**config.mk**
```make
export PLATFORM = sky130hd
export DESIGN_NAME = bram_reader_2out
export DESIGN_NICKNAME = d
export VERILOG_FILES = /design/src/rtl/bram_frame_pkg.sv /design/src/rtl/bram_reader_2out_buf.sv /design/src/rtl/bram_reader_2out.sv
export SDC_FILE = /design/constraint.sdc
export NUM_CORES = 1
export LEC_CHECK = 0
export ABC_AREA = 1
export CELL_PAD_IN_SITES_DETAIL_PLACEMENT = 1
export CELL_PAD_IN_SITES_GLOBAL_PLACEMENT = 2
export CORE_ASPECT_RATIO = 1.2
export CORE_MARGIN = 10
export CORE_UTILIZATION = 33
export DETAILED_ROUTE_END_ITERATION = 8
export HOLD_SLACK_MARGIN = 0.06
export PLACE_DENSITY_LB_ADDON = 0.1
export SETUP_SLACK_MARGIN = 0.3
export SYNTH_ARGS = -nofsm -noshare
export SYNTH_HDL_FRONTEND = slang
export SYNTH_SLANG_ARGS = --single-unit
```
**constraint.sdc**
```tcl
create_clock -name clk -period 5.5 [get_ports clk]
set_clock_uncertainty 0.2 [all_clocks]
set_input_delay 1.1 -clock clk [delete_from_list [all_inputs] [get_ports clk]]
set_output_delay 1.1 -clock clk [all_outputs]
set_load 0.005 [all_outputs]
```
**src/rtl/bram_frame_pkg.sv**
```systemverilog
// Shared types and helpers for the frame BRAM agents.
// Address width is derived from the frame geometry. The FSM state enum lives here.
package bram_frame_pkg;

  typedef enum logic [1:0] {
    IDLE,
    RUN,
    DRAIN
  } state_t;

  // A degenerate 1-word frame still needs a 1-bit address bus.
  function automatic int frame_addr_w(input int w, input int h);
    if (w * h > 1) return $clog2(w * h);
    else return 1;
  endfunction

endpackage

```
**src/rtl/bram_reader_2out_buf.sv**
```systemverilog
// Purpose: 2-entry word FIFO with per-entry a/b taken flags. Latency: 0, a word arriving from BRAM is presented the same cycle.
// Backpressure: an entry stays at the head until both streams have taken it. The caller must never push into a full FIFO.
module bram_reader_2out_buf #(
  parameter int pw = 21
) (
  input  logic          clk,
  input  logic          rst,
  input  logic          i_push,
  input  logic [pw-1:0] i_push_dat,
  input  logic          i_a_rdy,
  input  logic          i_b_rdy,
  output logic          o_a_vld,
  output logic          o_b_vld,
  output logic [pw-1:0] o_head_dat,
  output logic          o_pop,
  output logic [1:0]    o_cnt
);

  logic [pw-1:0] r_dat [2];
  logic [1:0]    r_a_tk;
  logic [1:0]    r_b_tk;
  logic          r_rd_ptr;
  logic          r_wr_ptr;
  logic [1:0]    r_cnt;

  logic w_empty;
  logic w_head_vld;
  logic w_head_a_tk;
  logic w_head_b_tk;
  logic w_a_hs;
  logic w_b_hs;
  logic w_wr;

  // When empty, the word arriving this cycle is the head (flow-through).
  always_comb begin
    w_empty     = (r_cnt == 2'd0);
    w_head_vld  = !w_empty || i_push;
    w_head_a_tk = !w_empty && r_a_tk[r_rd_ptr];
    w_head_b_tk = !w_empty && r_b_tk[r_rd_ptr];
    o_a_vld     = w_head_vld && !w_head_a_tk;
    o_b_vld     = w_head_vld && !w_head_b_tk;
    w_a_hs      = o_a_vld && i_a_rdy;
    w_b_hs      = o_b_vld && i_b_rdy;
    o_pop       = w_head_vld && (w_head_a_tk || w_a_hs) && (w_head_b_tk || w_b_hs);
    w_wr        = i_push && !(w_empty && o_pop);
    o_head_dat  = (w_empty && i_push) ? i_push_dat : r_dat[r_rd_ptr];
    o_cnt       = r_cnt;
  end

  always_ff @(posedge clk or posedge rst) begin
    if (rst) begin
      r_dat[0] <= '0;
      r_dat[1] <= '0;
      r_a_tk   <= '0;
      r_b_tk   <= '0;
      r_rd_ptr <= 1'b0;
      r_wr_ptr <= 1'b0;
      r_cnt    <= 2'd0;
    end else begin
      if (!w_empty) begin
        if (o_pop) begin
          r_a_tk[r_rd_ptr] <= 1'b0;
          r_b_tk[r_rd_ptr] <= 1'b0;
          r_rd_ptr         <= ~r_rd_ptr;
        end else begin
          if (w_a_hs) r_a_tk[r_rd_ptr] <= 1'b1;
          if (w_b_hs) r_b_tk[r_rd_ptr] <= 1'b1;
        end
      end
      // A flow-through word that was half taken keeps its flag when stored.
      if (w_wr) begin
        r_dat[r_wr_ptr]  <= i_push_dat;
        r_a_tk[r_wr_ptr] <= w_empty && w_a_hs;
        r_b_tk[r_wr_ptr] <= w_empty && w_b_hs;
        r_wr_ptr         <= ~r_wr_ptr;
      end
      r_cnt <= r_cnt + {1'b0, i_push} - {1'b0, o_pop};
    end
  end

endmodule

```
**src/rtl/bram_reader_2out.sv**
```systemverilog
// Purpose: streams one frame from a double-buffered BRAM and splits each word {a, b} into two valid/ready streams.
// Latency: start at T gives rd_address 0 at T+1 and valid at T+2. Backpressure: reads stall while FIFO plus in-flight reads reach 2. BRAM_READER_2OUT_LAST_EN adds a_last/b_last.
module bram_reader_2out
  import bram_frame_pkg::*;
#(
  parameter int width   = 120,
  parameter int height  = 240,
  parameter int a_width = 13,
  parameter int b_width = 8
) (
`ifdef BRAM_READER_2OUT_LAST_EN
  output logic                                  a_last,
  output logic                                  b_last,
`endif
  input  logic                                  clk,
  input  logic                                  reset,
  input  logic                                  start,
  input  logic                                  bram_index_in,
  output logic                                  idle,
  output logic                                  rd_bram_index,
  output logic [frame_addr_w(width, height)-1:0] rd_address,
  input  logic [a_width+b_width-1:0]            rd_data,
  output logic [a_width-1:0]                    a_data,
  output logic                                  a_valid,
  input  logic                                  a_ready,
  output logic [b_width-1:0]                    b_data,
  output logic                                  b_valid,
  input  logic                                  b_ready
);

  localparam int frame_size = width * height;
  localparam int addr_w     = frame_addr_w(width, height);
  localparam int data_width = a_width + b_width;
`ifdef BRAM_READER_2OUT_LAST_EN
  localparam int pw = data_width + 1;
`else
  localparam int pw = data_width;
`endif
  localparam logic [addr_w-1:0] last_addr = addr_w'(frame_size - 1);

  state_t            r_state;
  state_t            w_next;
  logic              r_rd_bram_index;
  logic [addr_w-1:0] r_addr;
  logic              r_inflight;
  logic              w_issue;
  logic              w_last_addr;
  logic              w_pop;
  logic              w_drain_done;
  logic [1:0]        w_cnt;
  logic [2:0]        w_pending;
  logic [pw-1:0]     w_push_dat;
  logic [pw-1:0]     w_head_dat;

  always_ff @(posedge clk or posedge reset) begin
    if (reset) r_state <= IDLE;
    else       r_state <= w_next;
  end

  always_comb begin
    w_next = r_state;
    case (r_state)
      IDLE:    if (start) w_next = RUN;
      RUN:     if (w_issue && w_last_addr) w_next = DRAIN;
      DRAIN:   if (w_drain_done) w_next = IDLE;
      default: w_next = IDLE;
    endcase
  end

  // Credit counts stored words plus the read whose data lands next cycle.
  always_comb begin
    w_pending    = {1'b0, w_cnt} + {2'b00, r_inflight};
    w_last_addr  = (r_addr == last_addr);
    idle         = (r_state == IDLE);
    w_issue      = (r_state == RUN) && (w_pending < 3'd2);
    w_drain_done = (r_state == DRAIN) && w_pop && (w_pending == 3'd1);
  end

  always_ff @(posedge clk or posedge reset) begin
    if (reset) begin
      r_rd_bram_index <= 1'b0;
      r_addr          <= '0;
      r_inflight      <= 1'b0;
    end else begin
      r_inflight <= w_issue;
      if (idle && start) begin
        r_rd_bram_index <= bram_index_in;
        r_addr          <= '0;
      end else if (w_issue && !w_last_addr) begin
        r_addr <= r_addr + 1'b1;
      end
    end
  end

`ifdef BRAM_READER_2OUT_LAST_EN
  logic r_inflight_last;

  always_ff @(posedge clk or posedge reset) begin
    if (reset) r_inflight_last <= 1'b0;
    else       r_inflight_last <= w_issue && w_last_addr;
  end

  assign w_push_dat = {r_inflight_last, rd_data};
  assign a_last     = a_valid && w_head_dat[pw-1];
  assign b_last     = b_valid && w_head_dat[pw-1];
`else
  assign w_push_dat = rd_data;
`endif

  bram_reader_2out_buf #(
    .pw(pw)
  ) u_buf (
    .clk       (clk),
    .rst       (reset),
    .i_push    (r_inflight),
    .i_push_dat(w_push_dat),
    .i_a_rdy   (a_ready),
    .i_b_rdy   (b_ready),
    .o_a_vld   (a_valid),
    .o_b_vld   (b_valid),
    .o_head_dat(w_head_dat),
    .o_pop     (w_pop),
    .o_cnt     (w_cnt)
  );

  assign rd_bram_index = r_rd_bram_index;
  assign rd_address    = r_addr;
  assign a_data        = w_head_dat[data_width-1:b_width];
  assign b_data        = w_head_dat[b_width-1:0];

endmodule

```
==> results.toml <==
[drt]
post-route-drc-count = 0
route.top_layer_used = "met4"
postRouteAntennaNets = 0
firstDrtPassIters = 4
vias_per_cell = 5.03
post_drt_wl_per_cell_um = 16.1
number_of_vias_after_detailed_routing = 3373
m1WireLength_um = 4630
met2WireLength_um = 5450
drt-initial-drc-count = 124
wl_met3_um = 457
wirelength_um = 10800

[die]
initial_core_util_pct = 33.6
die_width_um = 117
die_height_um = 136
floorplan.core_area_um2 = 11000
io_pins = 67
placement_rows = 42
die_area_um2 = 15900

[sta]
setup_viol_count_final = 0
slew-limit-headroom_pct = 34.6
fin_crit_ns = 3.71
final_tns_setup_ns = 0
timing_hold_violations_final = 0
timing.final.ws_setup_ns = 1.79
timing.fmax_ghz = 0.270
max_slew.worst_pin.slew_ns = 0.980
rsz0062_at_grt = "no"
finalMaxSlewViolations = 0
min_period_over_period_pct = 67.5

[yosys]
post_synth_inst_count = 476
synth_top_cell_area_share_pct = 46.5
synth_area_leaders = "sky130_fd_sc_hd__dfrtp_1, sky130_fd_sc_hd__nand2_1, sky130_fd_sc_hd__o21ai_1"
synth_fp_nets = 509
seq_area_frac_synth_pct = 46.5
netlist_area_um2 = 3710
synth.avg_cell_area_um2 = 7.80
synthesis.yosys.warnings = 0
synth_top_area_cell = "sky130_fd_sc_hd__dfrtp_1"
synth_cell_types = 29
ys_seq_elements = 69

[run]
max-cap-violations = 0

[cells_and_area]
areaGrowthSynthToFinish_pct = 25.9
drive_gt1_share_pct = 5.01
fraction_of_the_core_area_covered_by_cells_at_the_end_of_the_flow_pct = 42.3
antenna_cells = 0
design.final.nets = 568

[power]
total_power_mw = 2.59
power.leakage_nw = 2.18
ir_worst_vdd_uv = 180
p_per_area_nw_per_um2 = 554

[critical_path]
timing.critical_path.fanout_max = 24
worst_r2r_startpoint = "u_buf.r_rd_ptr$_DFFE_PP0P_"
cp_data_required_time_ns = 4.20
crit_arrival_ns = 2.41
worst-r2r-cell-count = 13
end_kind = "primary output"
cp_cell_sequence = "buf_4 -> inv_4 -> nand2_1 -> nand2_2 -> a21oi_1 -> clkdlybuf4s50_1"
register_to_register_setup_slack_ns = 2.84
crit_path_max_incr_delay_ns = 0.58
r2r-end = "u_buf.o_cnt[1]$_DFF_PP0_"
worstSetupPathType = "reg2out"
critPathLaunchType = "flip-flop"
cpMaxStageDelayCell = "sky130_fd_sc_hd__dfrtp_1"

[clocking]
cts_buf_count = 9
tritoncts = "yes"
tritoncts_num_sinks = 69
cts_h_tree_depth = 3
cts-root-to-sink-buffers = 2
cts_setup_buffers = 0
postCtsResizedCells = 0
clock_latency_ns = 0.33
clk_pin_slew_worst_paths_ns = 0.05
cts_hold_repair.buffers = 0
clk_root_buffer_cell = "sky130_fd_sc_hd__clkbuf_16"

[global_route]
remaining_overflow_grt = 0
grt_max_degree = 46
first_pass_grt_wire_length_um = 18000
first_global_vias = 3532
grt_antenna_before_repair = 0
global_routing_usage_summed_across_all_routing_layers_pct = 14.3

[place]
gpl.final_weighted_congestion = 0.789
dpl_worst_slack_ns = 1.83
port_buffers = 66
dp.final_hpwl_um = 7520

[outcome]
outcome = "finished clean"

[min_path]
origin_of_the_worst_min_delay_path = "u_buf.r_dat[6]$_DFFE_PP0P_"
min_delay_path_depth = 2
hold_end = "u_buf.r_dat[6]$_DFFE_PP0P_"
worst_hold_path_type = "reg2reg"
==> logic make-up (layout without fill, tap and decap cells) <==
kind of cell | Yosys count | count (layout) | synth area share (%)
compound gates | 87 | 87 | 12.7
fa+ha+maj | 6 | 6 | 2.02
mux | 1 | 1 | 0.303
buf+inv | 74 | 137 | 9.44
xor+xnor | 5 | 5 | 1.18
simple gates | 234 | 234 | 27.8
flops | 69 | 69 | 46.5
==> layer usage <==
layer | GRT usage (%) | up-vias
met5 | 0 | -
met4 | 5.98 | 0
li1 | - | 1679
met2 | 24.3 | 52
met1 | 16.6 | 1623
met3 | 3.66 | 19
==> power breakdown <==
group | switching, mW | internal [mW] | leakage (nW)
logic | 0.653 | 0.557 | 1.18
clock network | 0.208 | 0.314 | 0.129
registers | 0.144 | 0.710 | 0.874
==> cell usage after synthesis, drive strengths merged <==
cell type and count:
a21oi 3, a31oi 21, buf 14, clkbuf 7, dfrtp 69, ha 6, inv 53, mux2 1
nand2 147, nand3 24, nand3b 1, nand4 21, nor2 35, nor3 6, o21ai 59, o21bai 4
xnor2 1, xor2 4
==> sequential cells by signal, summed over array words and instances (netlist names), 2 cells and up <==
| register | cells |
|---|---|
| u_buf.r_dat | 42 |
| rd_address | 15 |
| r_state | 2 |
| u_buf.o_cnt | 2 |
| u_buf.r_a_tk | 2 |
| u_buf.r_b_tk | 2 |
==> worst max path at each step <==
stage,slack [ns],start,end
floorplan,2.46,reset,r_inflight$_DFF_PP0_
global placement,1.83,rd_data[3],b_data[3]
detailed placement,1.83,rd_data[3],b_data[3]
CTS,1.74,u_buf.r_rd_ptr$_DFFE_PP0P_,b_valid
global route,1.58,u_buf.r_rd_ptr$_DFFE_PP0P_,b_valid
finish,1.79,u_buf.r_rd_ptr$_DFFE_PP0P_,b_valid
==> layout by cell type, fill, tap and decap left out <==
cell,netlist,final
sky130_fd_sc_hd__inv_1,51,50
sky130_fd_sc_hd__inv_4,1,1
sky130_fd_sc_hd__nand3_1,22,22
sky130_fd_sc_hd__clkdlybuf4s50_1,0,66
sky130_fd_sc_hd__nand4_4,1,1
sky130_fd_sc_hd__nor3_1,5,5
sky130_fd_sc_hd__clkbuf_16,0,9
sky130_fd_sc_hd__xor2_1,4,4
sky130_fd_sc_hd__dfrtp_1,69,69
sky130_fd_sc_hd__nand2_2,3,3
sky130_fd_sc_hd__clkbuf_1,6,3
sky130_fd_sc_hd__nor2_1,35,35
sky130_fd_sc_hd__nand4_1,20,20
sky130_fd_sc_hd__inv_2,1,2
sky130_fd_sc_hd__nand2_1,143,143
sky130_fd_sc_hd__nor3_2,1,1
sky130_fd_sc_hd__clkinv_2,0,2
sky130_fd_sc_hd__o21ai_0,12,12
sky130_fd_sc_hd__o21bai_1,4,4
sky130_fd_sc_hd__buf_4,3,3
sky130_fd_sc_hd__clkbuf_8,0,1
sky130_fd_sc_hd__nand3_4,2,2
sky130_fd_sc_hd__xnor2_1,1,1
sky130_fd_sc_hd__nand3b_1,1,1
sky130_fd_sc_hd__nand2_4,1,1
sky130_fd_sc_hd__a21oi_1,3,3
sky130_fd_sc_hd__mux2_2,1,1
sky130_fd_sc_hd__ha_1,6,6
sky130_fd_sc_hd__o21ai_1,47,47
sky130_fd_sc_hd__a31oi_1,21,21
==> per-stage QoR <==
stage / std cells / hold slack (ns) / area (um^2)
after floorplan: 476 / 0.259 / 3710
after global placement: 656 / 0.272 / 4410
after detailed placement: 656 / 0.279 / 4410
after CTS: 671 / 0.292 / 4670
after global routing: 671 / 0.319 / 4670
final: 671 / 0.287 / 4670
==> critical path: cells and delay by family (launching register included) <==
| family | cells | cell delay [ns] |
|---|---|---|
| and+or+nand+nor | 2 | 0.17 |
| DFF | 1 | 0.58 |
| AOI/OAI and AO/OA | 1 | 0.24 |
| buffers and inverters | 3 | 1.07 |
==> final cells by class <==
type | instances | area (um^2)
clock buffers | 13 | 250
clock inverters | 2 | 10.0
fillers | 1381 | 6360
inverters | 53 | 201
multi-input cells | 333 | 1630
flip-flops and latches | 69 | 1730
well taps | 132 | 165
repair buffers | 69 | 683
(Power assumes the default switching activity.)
